`src/rtl/bridge_pkg.sv`:
```
// Shared definitions for the Pr* bus bridge and its countdown timer.
// Holds the default address map, timer register offsets, the timer FSM
// state type and the layout of the CTRL register.
package bridge_pkg;

    localparam logic [29:0] TIMER_BASE_DFLT = 30'h1FC0;  // byte 0x7F00
    localparam logic [29:0] DEV_BASE_DFLT   = 30'h1FC4;  // byte 0x7F10

    localparam logic [1:0] CTRL_OFS   = 2'd0;
    localparam logic [1:0] PRESET_OFS = 2'd1;
    localparam logic [1:0] COUNT_OFS  = 2'd2;

    typedef enum logic [1:0] {IDLE, LOAD, CNT, INT} type_timer_state;

    // CTRL[3]=IM, CTRL[2:1]=Mode, CTRL[0]=En
    typedef struct packed {
        logic       im;
        logic [1:0] mode;
        logic       en;
    } type_timer_ctrl;

endpackage

```
`src/rtl/io_bridge_timer_core.sv`:
```
// Countdown timer: CTRL/PRESET/COUNT registers, the IDLE/LOAD/CNT/INT FSM
// and the pending-interrupt flag.
// Ports: clk, reset (async, active-high); ctrl_we/preset_we/wd from the
// bus decode; ctrl/preset/count register values for readback; irq.
module timer_core
    import bridge_pkg::*;
(
    input  logic        clk,
    input  logic        reset,
    input  logic        ctrl_we,
    input  logic        preset_we,
    input  logic [31:0] wd,
    output logic [3:0]  ctrl,
    output logic [31:0] preset,
    output logic [31:0] count,
    output logic        irq
);

    type_timer_state state, state_nxt;
    type_timer_ctrl  ctrl_q, ctrl_nxt;
    logic [31:0]     count_nxt;
    logic            irq_nxt;
    logic            wr_dis;

    assign ctrl   = ctrl_q;
    // A CTRL write clearing En while counting stops the FSM on the same edge
    assign wr_dis = ctrl_we & ~wd[0];

    always_comb begin
        state_nxt = state;
        ctrl_nxt  = ctrl_q;
        count_nxt = count;
        irq_nxt   = irq;
        if (ctrl_we) begin
            ctrl_nxt = type_timer_ctrl'(wd[3:0]);
            irq_nxt  = 1'b0;
        end
        case (state)
            IDLE: if (ctrl_q.en) state_nxt = LOAD;
            LOAD: begin
                count_nxt = preset;
                state_nxt = CNT;
            end
            CNT: begin
                if (!ctrl_q.en) begin
                    state_nxt = IDLE;
                end else if (count <= 32'd1) begin
                    // terminal count wins over a same-cycle CTRL write
                    count_nxt = '0;
                    irq_nxt   = 1'b1;
                    state_nxt = INT;
                end else if (wr_dis) begin
                    state_nxt = IDLE;              // COUNT frozen
                end else begin
                    count_nxt = count - 32'd1;
                end
            end
            INT: begin
                if (ctrl_q.mode == 2'd1) begin
                    irq_nxt   = 1'b0;              // auto-reload: one-cycle pulse
                    state_nxt = LOAD;
                end else begin
                    ctrl_nxt.en = 1'b0;            // one-shot: overrides any write
                    state_nxt   = IDLE;
                end
            end
            default: state_nxt = IDLE;
        endcase
    end

    always_ff @(posedge clk or posedge reset) begin
        if (reset) begin
            state  <= IDLE;
            ctrl_q <= '0;
            preset <= '0;
            count  <= '0;
            irq    <= 1'b0;
        end else begin
            state  <= state_nxt;
            ctrl_q <= ctrl_nxt;
            count  <= count_nxt;
            irq    <= irq_nxt;
            if (preset_we) preset <= wd;
        end
    end

endmodule

```
`src/rtl/io_bridge_timer.sv`:
```
// System-side responder for the CPU Pr* bus: decodes PrAddr into the
// timer registers or the external device window, muxes read data and
// assembles HWInt[7:2] = {ext_int, timer irq & IM}.
// Ports: clk, reset; Pr* bus (PrAddr, PrWD, PrBE, IOWrite, IORead, PrRD,
// HWInt); ext_int; device window passthrough (dev_addr, dev_wd, dev_be,
// dev_we, dev_re, dev_rd). DEV_BASE must be aligned to DEV_WORDS.
module io_bridge_timer
    import bridge_pkg::*;
#(
    parameter logic [29:0] TIMER_BASE = TIMER_BASE_DFLT,
    parameter logic [29:0] DEV_BASE   = DEV_BASE_DFLT,
    parameter int          DEV_WORDS  = 4,
    localparam int         DEV_AW     = (DEV_WORDS > 1) ? $clog2(DEV_WORDS) : 1
) (
    input  logic              clk,
    input  logic              reset,
    input  logic [29:0]       PrAddr,
    input  logic [31:0]       PrWD,
    input  logic [3:0]        PrBE,
    input  logic              IOWrite,
    input  logic              IORead,
    output logic [31:0]       PrRD,
    output logic [5:0]        HWInt,
    input  logic [4:0]        ext_int,
    output logic [DEV_AW-1:0] dev_addr,
    output logic [31:0]       dev_wd,
    output logic [3:0]        dev_be,
    output logic              dev_we,
    output logic              dev_re,
    input  logic [31:0]       dev_rd
);

    logic [29:0] t_ofs, d_ofs;
    logic        timer_hit, dev_hit, full_word;
    logic [3:0]  ctrl;
    logic [31:0] preset, count;
    logic        irq;

    // Offsets wrap below the base, so a single unsigned compare is a range check
    assign t_ofs     = PrAddr - TIMER_BASE;
    assign d_ofs     = PrAddr - DEV_BASE;
    assign timer_hit = t_ofs < 30'd3;
    assign dev_hit   = d_ofs < 30'(DEV_WORDS);
    assign full_word = PrBE == 4'b1111;

    assign dev_addr = d_ofs[DEV_AW-1:0];
    assign dev_wd   = PrWD;
    assign dev_be   = PrBE;
    assign dev_we   = IOWrite & dev_hit;
    assign dev_re   = IORead & dev_hit;

    timer_core u_timer (
        .clk       (clk),
        .reset     (reset),
        .ctrl_we   (IOWrite & timer_hit & full_word & (t_ofs[1:0] == CTRL_OFS)),
        .preset_we (IOWrite & timer_hit & full_word & (t_ofs[1:0] == PRESET_OFS)),
        .wd        (PrWD),
        .ctrl      (ctrl),
        .preset    (preset),
        .count     (count),
        .irq       (irq)
    );

    always_comb begin
        PrRD = '0;
        if (IORead) begin
            if (timer_hit) begin
                case (t_ofs[1:0])
                    CTRL_OFS:   PrRD = {28'b0, ctrl};
                    PRESET_OFS: PrRD = preset;
                    default:    PrRD = count;
                endcase
            end else if (dev_hit) begin
                PrRD = dev_rd;
            end
        end
    end

    assign HWInt = {ext_int, irq & ctrl[3]};

endmodule

```
`config.mk`:
```
export PLATFORM = sky130hd
export DESIGN_NAME = io_bridge_timer
export DESIGN_NICKNAME = d
export VERILOG_FILES = /design/src/rtl/bridge_pkg.sv /design/src/rtl/io_bridge_timer_core.sv /design/src/rtl/io_bridge_timer.sv
export SDC_FILE = /design/constraint.sdc
export NUM_CORES = 1
export LEC_CHECK = 0
export CORE_ASPECT_RATIO = 1.25
export CORE_MARGIN = 2
export CORE_UTILIZATION = 37
export DETAILED_ROUTE_END_ITERATION = 10
export PLACE_DENSITY = 0.64
export SYNTH_ARGS = -nofsm -noshare
export SYNTH_HDL_FRONTEND = slang
export SYNTH_SLANG_ARGS = --single-unit
```
`constraint.sdc`:
```
create_clock -name clk -period 4.3 [get_ports clk]
set_input_delay 1.075 -clock clk [delete_from_list [all_inputs] [get_ports clk]]
set_output_delay 1.075 -clock clk [all_outputs]
set_load 0.01 [all_outputs]
```
==> impl_results.md <==
- Setup CP Type: in2out
- RSZ-0062 raised after global routing: yes
- Grt ovf: 0
- Final core occ: 56.1%
- Starting density of the core: around 38%
- Area of the multi-input gates: roughly 3400 µm²
- # diodes: 0
- Period utilization: 99.9%
- CTS root buffer: clkbuf_16
- # rows: about 50
- Fin Clk Skew: 0.00528 ns
- R2R cell count: 7
- Leak: 3.44 nW
- I/O Pins: 185
- R2R Path Start: u_timer.count[7]$_DFFE_PP0P_
- Hold Crit Start: u_timer.ctrl[3]$_DFFE_PP0N_
- Most numerous cell in the Yosys netlist: dfrtp_1
- 1st-iter DRT viols: 453
- Core Box Area: 14300 µm²
- Worst-Skew Late Latency: ~0.34 ns
- Final #Nets: 925
- Vias in the first global route: 5853
- Pre-CTS setup slack: -0.771 ns
- CTS sink count: 71
- Gr usage total: 23.6%
- Syn Nets: 760
- Seq/Total Area, Yosys: 33.0%
- Fin area: 8020 µm²
- Largest net degree at the start of global routing: 56
- PD cells: 207 nW/µm²
- Post-Syn Area: around 5400 µm²
- Delay-heaviest family, CP: simple AND/OR/NAND/NOR gates
- WL/cell: 19.8 µm
- Post-synth EDFFs: 0
- Area after DPL: between 7000 and 8000 µm²
- VDD IR max: 0.000173 V
- Hold Path Class: reg2reg
- CP peak stage delay: 0.55 ns
- Hold-critical path depth: 1
- Main synth FF type: dfrtp_1
- Synthesis warning total: 0
- Final worst slack: 0.00221 ns
- Critical Path RT: 3.22 ns
- Area grow syn2layout: 48.9%
- Residual DRC: 0
- Routed wire length: 19.7 mm
- Mean Syn Cell Area: 8.33 µm²
- Data arrival time of the critical path: ~3.2 ns
- Total power: 1.66 mW
- Vias: 5856
- Via-to-Cell Ratio: 5.89
- Yosys top cell by area: dfrtp_1
- Crit path cell chain: buf_6 > or4_4 > nor4_4 > or3_4 > nand4_1 > or3_4 > buf_12 > buf_16 > o22ai_2 > buf_2
- Crit-path max FO: 5
- Post-synth top area share: between 30% and 40%
- FF+latch count, synth: 71
- Hpwl dp: 12.9 mm
- Final Hold Viols: 0
- Top post-synthesis cells by count: dfrtp_1 (71), nand2_1 (65), nor2_1 (62)
- Die H: 139 µm
- CTS tree: done
- Worst path slowest cell: or4_4
- Share of cells above drive strength 1: 27.2%
- Initial antenna violation count: 0
- Flop-to-flop setup slack: about 1.2 ns
- Clk buf depth: 2
- Chip width: 112 µm
- Clk slew on worst S/H paths: 0.06 ns
- Synth top area cells: dfrtp_1 (33%), mux2_4 (8.4%), buf_4 (6.0%), o21ai_0 (5.3%), a21oi_1 (4.6%)
- Port bufs: approximately 170
- DRT Pass-1 Iters: 5
- Status: completed
- Slew @ Worst Pin: 1.13 ns
- H-tree depth: 3
- Fillers: around 1300
- Final Setup Violations: 0
- Final-report max-slew violation count: 0
- Reg area: 1780 µm²
- Cell mode on critical path: or3_4
- Slew headroom: 24.1%
- Async S/R FF share, synth: 100%
- Fmax: 233 MHz
- Antenna-violating nets left: 0
- Global-route wire length before repair: 30.0 mm
- Reg2reg end: u_timer.count[29]$_DFFE_PP0P_
- Crit path capture type: output port
- Die area: roughly 16000 µm²
- Cells after synthesis: 647
- Netlist cell types: 62
- Min Tclk post-route: 4.30 ns
- Worst path bufs/invs: 4
- Crit start category: input port
- GPL Wtd Cong: between 0.9 and 1
- Max-cap viol count: 0
- Hold EP: u_timer.ctrl[3]$_DFFE_PP0N_
- Total CTS buffers: 9
## per-stage QoR
step           TNS (ns)  instances  hold slack [ns]
2_1_floorplan         0        647            0.472
3_3_place_gp     -22.08        957            0.504
3_5_place_dp     -24.25        957            0.512
4_1_cts           -4.05        986            0.526
5_1_grt           -2.13        995            0.537
6_report              0        995            0.522
## worst reg2reg max path: stages (launching register included)
cell and delay (ns):
dfrtp_1 0.43, or4_1 0.69, nor3_1 0.44, a41o_1 0.72
buf_4 0.38, nor2_1 0.07, o21ai_0 0.13, o311ai_0 0.14
## cell usage in the layout (no fill, tap or decap), types with 6 or more instances in the layout
| master | n |
|---|---|
| nand3_1 | 8 |
| clkbuf_2 | 6 |
| buf_4 | 49 |
| nor3_1 | 19 |
| clkdlybuf4s50_1 | 115 |
| dfrtp_1 | 71 |
| a32oi_1 | 8 |
| or3_1 | 9 |
| o21ai_0 | 55 |
| buf_2 | 28 |
| a21oi_1 | 45 |
| mux2i_1 | 8 |
| buf_12 | 11 |
| nand2_1 | 65 |
| nor2_1 | 60 |
| o22ai_2 | 24 |
| nor4_1 | 8 |
| nand4_1 | 9 |
| a22oi_1 | 16 |
| buf_6 | 14 |
| dlygate4sd2_1 | 9 |
| ha_1 | 6 |
| clkbuf_16 | 10 |
| mux2_4 | 30 |
| inv_1 | 13 |
## area by class of cell
type,instances,area share [%]
clock buffers,10,2.85
clock inverters,6,0.764
inverters,14,0.655
multi-input cells,474,42.0
flip-flops and latches,71,22.2
well taps,178,2.78
repair buffers,242,28.8
## power breakdown
part           internal [mW]  switching (mW)
Clock                  0.447           0.292
Combinational          0.143           0.111
Sequential             0.668       0.0000426
Total                   1.26           0.403
## timing repair
| action | 4_1_cts | 5_1_grt |
|---|---|---|
| gates resized for setup | 206 | 61 |
| buffers inserted | 9 | 10 |
| pin swaps | 39 | 31 |
| gates cloned | 4 | 2 |
| setup endpoints to repair | 34 | 34 |
| hold buffers | 0 | 0 |
## routing by layer
metal | vias up | global-route usage, % | routed length, µm
li1 | 2683 | - | -
met1 | 2866 | 27.0 | 7460
met2 | 248 | 44.1 | 10200
met3 | 59 | 3.89 | 1260
met4 | 0 | 7.99 | 764
met5 | - | 0 | 0
## sequential cells by signal, indices dropped and copies added, names as in the netlist
name / flops
u_timer.preset: 32
u_timer.count: 32
u_timer.state: 2
u_timer.ctrl: 4
u_timer.irq: 1
## worst max-delay path by stage
stage | start | endpoint | slack (ns) | cells past startpoint
floorplan | PrAddr[15] | PrRD[10] | 0.06 | 8
global placement | PrAddr[13] | PrRD[31] | -0.71 | 9
detailed placement | PrAddr[13] | PrRD[20] | -0.77 | 9
CTS | PrAddr[15] | PrRD[19] | -0.22 | 11
global route | PrAddr[15] | PrRD[28] | -0.09 | 10
finish | PrAddr[15] | PrRD[13] | 0.002 | 10
## logic make-up after synthesis
group	after synthesis	synth area share, %
simple gates	229	21.3
compound gates	191	21.4
buf+inv	102	11.2
flops	71	33.0
mux	43	10.9
fa+ha+maj	6	1.39
xor+xnor	5	0.813
(Power assumes the default switching activity.)
